**src/rtl/rns_32_31_21_5_pkg.sv**
```systemverilog
// rns_32_31_21_5_pkg: shared constants and types for the (32, 31, 21, 5) RNS converters.
// Contents: moduli, residue widths, MRC inverses and weights, dynamic range, FSM state enum.
package rns_32_31_21_5_pkg;
   localparam int MOD_1 = 32;
   localparam int MOD_2 = 31;
   localparam int MOD_3 = 21;
   localparam int MOD_4 = 5;
   localparam int MOD_SIZE = 5;
   localparam int RES_W_1 = 5;
   localparam int RES_W_2 = 5;
   localparam int RES_W_3 = 5;
   localparam int RES_W_4 = 3;
   localparam int INV_11_MOD_21 = 2;
   localparam int INV_10_MOD_21 = 19;
   localparam int INV_2_MOD_5 = 3;
   localparam int WEIGHT_2 = 32;
   localparam int WEIGHT_3 = 992;
   localparam int WEIGHT_4 = 20832;
   localparam int DYN_SIZE = 17;
   localparam int DYN_RANGE = 104160;
   typedef enum logic [2:0] {IDLE, S_V2, S_V3, S_V4, S_SUM, S_OUT} state_t;
endpackage

```
**src/rtl/rns_mod_reduce_small.sv**
```systemverilog
// rns_mod_reduce_small: combinational x mod M by a fixed chain of conditional subtractions.
// Ports: x (W-bit unsigned operand), y (x mod M, $clog2(M) bits).
module rns_mod_reduce_small #(
   parameter int M = 31,
   parameter int W = 7
) (
   input  logic [W-1:0]           x,
   output logic [$clog2(M)-1:0]   y
);
   localparam int OW = $clog2(M);
   // enough steps to bring the largest W-bit value below M
   localparam int STEPS = ((1 << W) - 1) / M;
   logic [W-1:0] t;
   always_comb begin
      t = x;
      for (int i = 0; i < STEPS; i++) t = (t >= W'(M)) ? t - W'(M) : t;
   end
   assign y = OW'(t);
endmodule

```
**src/rtl/rns2bin_32_31_21_5.sv**
```systemverilog
// rns2bin_32_31_21_5: mixed-radix reverse converter, residues (32,31,21,5) -> 17-bit binary.
// Ports: clk, reset (async, active-high); in_valid/in_ready with in_mod_1..4 residues;
//        out_valid/out_ready with out_bin (reconstructed X) and out_err (residue out of range).
module rns2bin_32_31_21_5
   import rns_32_31_21_5_pkg::*;
(
   input  logic                clk,
   input  logic                reset,
   input  logic                in_valid,
   output logic                in_ready,
   input  logic [MOD_SIZE-1:0] in_mod_1,
   input  logic [MOD_SIZE-1:0] in_mod_2,
   input  logic [MOD_SIZE-1:0] in_mod_3,
   input  logic [MOD_SIZE-1:0] in_mod_4,
   output logic                out_valid,
   input  logic                out_ready,
   output logic [DYN_SIZE-1:0] out_bin,
   output logic                out_err
);
   state_t state;
   // v1 doubles as the stored r1 residue
   logic [MOD_SIZE-1:0] r2, r3, r4, v1, v2, v3;
   logic [RES_W_4-1:0] v4;
   logic err;
   logic [6:0] a2, a3, b3, a4, b4;
   logic [8:0] c3;
   logic [4:0] v2_n, t3, u3, v3_n;
   logic [2:0] t4, v4_n;
   logic [DYN_SIZE-1:0] sum;

   // each subtraction is offset by a multiple of the modulus so it never underflows
   assign a2 = 7'(r2) + 7'd62 - 7'(v1);
   rns_mod_reduce_small #(.M(MOD_2), .W(7)) u_v2 (.x(a2), .y(v2_n));

   assign a3 = 7'(r3) + 7'd42 - 7'(v1);
   rns_mod_reduce_small #(.M(MOD_3), .W(7)) u_a3 (.x(a3), .y(t3));
   assign b3 = 7'({t3, 1'b0}) + 7'd42 - 7'(v2);
   rns_mod_reduce_small #(.M(MOD_3), .W(7)) u_b3 (.x(b3), .y(u3));
   // times 19 = 16 + 2 + 1
   assign c3 = (9'(u3) << 4) + (9'(u3) << 1) + 9'(u3);
   rns_mod_reduce_small #(.M(MOD_3), .W(9)) u_c3 (.x(c3), .y(v3_n));

   assign a4 = 7'(r4) + 7'd35 - 7'(v1);
   rns_mod_reduce_small #(.M(MOD_4), .W(7)) u_a4 (.x(a4), .y(t4));
   // times 3, then subtract v2 and v3 with a +50 offset
   assign b4 = 7'(t4) + 7'({t4, 1'b0}) + 7'd50 - 7'(v2) - 7'(v3);
   rns_mod_reduce_small #(.M(MOD_4), .W(7)) u_b4 (.x(b4), .y(v4_n));

   // 992 = 1024 - 32, 20832 = 16384 + 4096 + 256 + 64 + 32
   assign sum = 17'(v1) + (17'(v2) << 5) + ((17'(v3) << 10) - (17'(v3) << 5))
              + (17'(v4) << 14) + (17'(v4) << 12) + (17'(v4) << 8) + (17'(v4) << 6) + (17'(v4) << 5);

   assign in_ready = state == IDLE;

   always_ff @(posedge clk or posedge reset) begin
      if (reset) begin
         state     <= IDLE;
         r2        <= '0;
         r3        <= '0;
         r4        <= '0;
         v1        <= '0;
         v2        <= '0;
         v3        <= '0;
         v4        <= '0;
         err       <= 1'b0;
         out_valid <= 1'b0;
         out_bin   <= '0;
         out_err   <= 1'b0;
      end else begin
         case (state)
            IDLE: if (in_valid) begin
               v1    <= in_mod_1;
               r2    <= in_mod_2;
               r3    <= in_mod_3;
               r4    <= in_mod_4;
               err   <= (in_mod_2 >= 5'd31) || (in_mod_3 >= 5'd21) || (in_mod_4 >= 5'd5);
               state <= S_V2;
            end
            S_V2: begin
               v2    <= v2_n;
               state <= S_V3;
            end
            S_V3: begin
               v3    <= v3_n;
               state <= S_V4;
            end
            S_V4: begin
               v4    <= v4_n;
               state <= S_SUM;
            end
            S_SUM: begin
               out_bin   <= err ? '0 : sum;
               out_err   <= err;
               out_valid <= 1'b1;
               state     <= S_OUT;
            end
            S_OUT: if (out_ready) begin
               out_valid <= 1'b0;
               state     <= IDLE;
            end
            default: state <= IDLE;
         endcase
      end
   end
endmodule

```
**config.mk**
```make
export PLATFORM = sky130hd
export DESIGN_NAME = rns2bin_32_31_21_5
export DESIGN_NICKNAME = d
export VERILOG_FILES = /design/src/rtl/rns_32_31_21_5_pkg.sv /design/src/rtl/rns_mod_reduce_small.sv /design/src/rtl/rns2bin_32_31_21_5.sv
export SDC_FILE = /design/constraint.sdc
export NUM_CORES = 1
export LEC_CHECK = 0
export CAP_MARGIN = 0
export CELL_PAD_IN_SITES_DETAIL_PLACEMENT = 1
export CELL_PAD_IN_SITES_GLOBAL_PLACEMENT = 2
export CORE_ASPECT_RATIO = 1.75
export CORE_UTILIZATION = 35
export DETAILED_ROUTE_END_ITERATION = 7
export PLACE_DENSITY = 0.86
export SETUP_SLACK_MARGIN = 0.15
export SLEW_MARGIN = 40
export SYNTH_ARGS = -nofsm -noshare
export SYNTH_HDL_FRONTEND = slang
export SYNTH_SLANG_ARGS = --single-unit
```
**constraint.sdc**
```tcl
create_clock -name clk -period 52.1 [get_ports clk]
set_clock_uncertainty 0.05 [all_clocks]
set_input_delay 13.025 -clock clk [delete_from_list [all_inputs] [get_ports clk]]
set_output_delay 13.025 -clock clk [all_outputs]
set_load 0.02 [all_outputs]
```
==> results.toml <==
[die]
core_area_um2 = 86800
die_area_um2 = 88700
initial_utilization_pct = 35.3
rows = 143
ios = 44
die_w_um = 226
die_h_um = 393

[clock_network]
clockBufferDepth = 2
clock_sink_count = 56
insertion_delay_ns = 0.30
cts-root-buf = "clkbuf_16"
cts_max_level = 2
clk_pin_slew_ns = 0.07
cts_tree = "built"
cts_buffers = 5
holdBufCountCts = 0

[detailed_routing]
postRouteAntennaNets = 0
drtIter0Drc = 1057
viasPerCell = 6.02
wl_mm = 118
drtPass1Iterations = 5
num_vias = 37300
drc = 0
wl_per_cell_um = 19.1

[synthesis]
ys_seq_area_share_pct = 4.58
synth_top_family_by_area = "compound AO/OA/AOI/OAI gates"
yosys.area_share.simple_pct = 26.6
postSynthCellCount = 4310
async_reset_ff_share_pct = 100
syn_nets = 4558
synth_top_area_share_pct = 8.21
ys_types = 174
syn_area_um2 = 30600
synth_common_cells = "nand2_1, nor2_1, a21oi_1"
synth_most_common_cell = "nand2_1"
synth_area_leader_cell = "ha_1"
syn_avg_cell_area_um2 = 7.10
synth_edf_count = 0
ys_ff_latch = 56
ys_top_cells_by_area = "ha_1, xnor2_1, a21oi_1"
synth_compound_area_share_pct = 39.2
ys.flop_type = "dfrtp_1"
synthAdderAreaFrac_pct = 9.85
ys.warnings.count = 0
synth_xor_area_share_pct = 8.26
synth.area.mux_share_pct = 6.07

[worst_hold_path]
hold_path_depth = 2
hold_start = "out_bin[8]"
hold_end = "out_bin[8]"
worstHoldPathType = "reg -> reg"

[critical_path]
rr_worst_depth = 290
cp-end-kind = "flop"
crit_fanout = 8
cp.arrival_ns = 50.23
worstReg2RegStart = "v1[1]"
ff2ff_setup_slack_ns = 1.99
timing.rr.end = "v4[2]"
cp_slowest_cell = "or4b_2"
crit_top_cell = "inv_1"
cpPeakStageDelay_ns = 0.71
critPathLaunchType = "flop"
crit_type = "reg -> reg"
required_ns = 52.22

[sta]
drv_slew = 0
hold_violations = 0
max_freq_mhz = 20.0
relSlewSlack_pct = 43.3
fin_crit_ns = 50.11
rsz0062_at_grt = "true"
tns_ns = 0
setup_viol_count_final = 0
worstMarginPinSlew_ns = 0.848
fin_crit_sh_pct = 96.2

[flow_run]
maxCapViolations = 0

[outcome]
status = "finished clean"

[global_route]
grt_pass1_wl_mm = 186
antenna_found_initial = 0
grt_overflow = 0
grt_util_all_layers_pct = 24.7
grt_start_max_net_pins = 57
grt_pass1_vias = 39700

[placed_design]
placedCellCount = 6081
port_buffers = 43
dpl.hpwl_mm = 94.8
gp_congestion = 0.903

[cells_and_area]
nNetsFinal = 5279
stdcell_count = 6191
areaGrowthSynthToFinish_pct = 31.6
drive_above_1_share_pct = 29.5
num_antenna_cells = 0
## cells in the final DEF, fill, tap and decap left out, types with 47 or more instances in the layout
master,n
a21oi_1,270
nand2b_1,70
nor2_1,339
and2_1,65
mux2_2,61
o21ai_0,177
ha_1,172
o21a_1,51
nand2_1,357
xor2_1,62
mux2i_1,75
a211oi_1,60
a21o_1,79
dfrtp_1,56
xnor2_1,152
o21ai_1,84
or3_1,47
nor3_1,113
nand3_1,121
buf_4,764
inv_1,272
o211ai_1,72
a31oi_1,68
## state kept, by name, indices dropped and copies added, names as in the netlist
register,cells
state,3
r3,5
v1,5
r4,5
v4,3
v3,5
out_bin,17
out_err,1
out_valid,1
v2,5
err,1
r2,5
## cells by family after synthesis
logic type	after synthesis
adders and majority gates	228
DFF	56
xor gates and xnor gates	282
muxes	174
AOI/OAI and AO/OA	1601
buffers and inverters	392
and+or+nand+nor	1577
## layer usage
layer | vias to the layer above | track usage, % | share of wire [%]
li1 | 17900 | - | -
met2 | 679 | 54.0 | 59
met4 | 0 | 13.7 | 6.0
met3 | 462 | 1.30 | 1.3
met1 | 18300 | 21.2 | 34
met5 | - | 0 | 0
## final cells by class
cell class	count	area (um2)
Fill cell	10800	46500
Multi-Input combinational cell	3864	30000
Timing Repair Buffer	817	6270
Tap cell	1160	1450
Sequential cell	56	1400
Inverter	287	1080
Clock buffer	6	129
Clock inverter	1	8.76
## how the worst max path moves through the flow
stage / startpoint / endpoint / slack [ns] / cells past startpoint
after floorplan: v1[1] / v4[2] / 0.20 / 278
after global placement: v1[2] / v3[1] / -2.55 / 233
after detailed placement: v1[1] / v3[1] / -3.82 / 234
after CTS: v1[4] / v4[2] / 0.19 / 293
after global routing: v1[1] / v4[2] / -1.09 / 298
final: v1[1] / v4[2] / 1.99 / 290
## critical path, delay by kind of cell (launching register included)
family,cells,cell delay (ns)
fa+ha+maj,42,9.28
flops,1,0.40
xor+xnor,15,2.81
compound gates,77,13.11
mux,11,2.61
buf+inv,57,6.23
simple gates,88,15.35
## repair_timing
item	in CTS	in global routing
buffers inserted	13	87
pin swaps	9	153
resized for setup	50	399
gates cloned	0	2
setup endpoints to repair	7	8
## stage by stage
step	hold WS, ns	cell area [um2]	worst slack (ns)	utilization (%)
after global routing	0.469	40300	-1.09	46.4
after global placement	0.414	37200	-2.55	42.9
after detailed placement	0.423	37200	-3.82	42.9
after CTS	0.447	37700	0.192	43.5
after floorplan	0.428	30900	0.204	-
final	0.442	40300	1.99	46.4
Power is not shown: default switching activity piles up to over one toggle a cycle in this logic, so the estimate is an artifact.
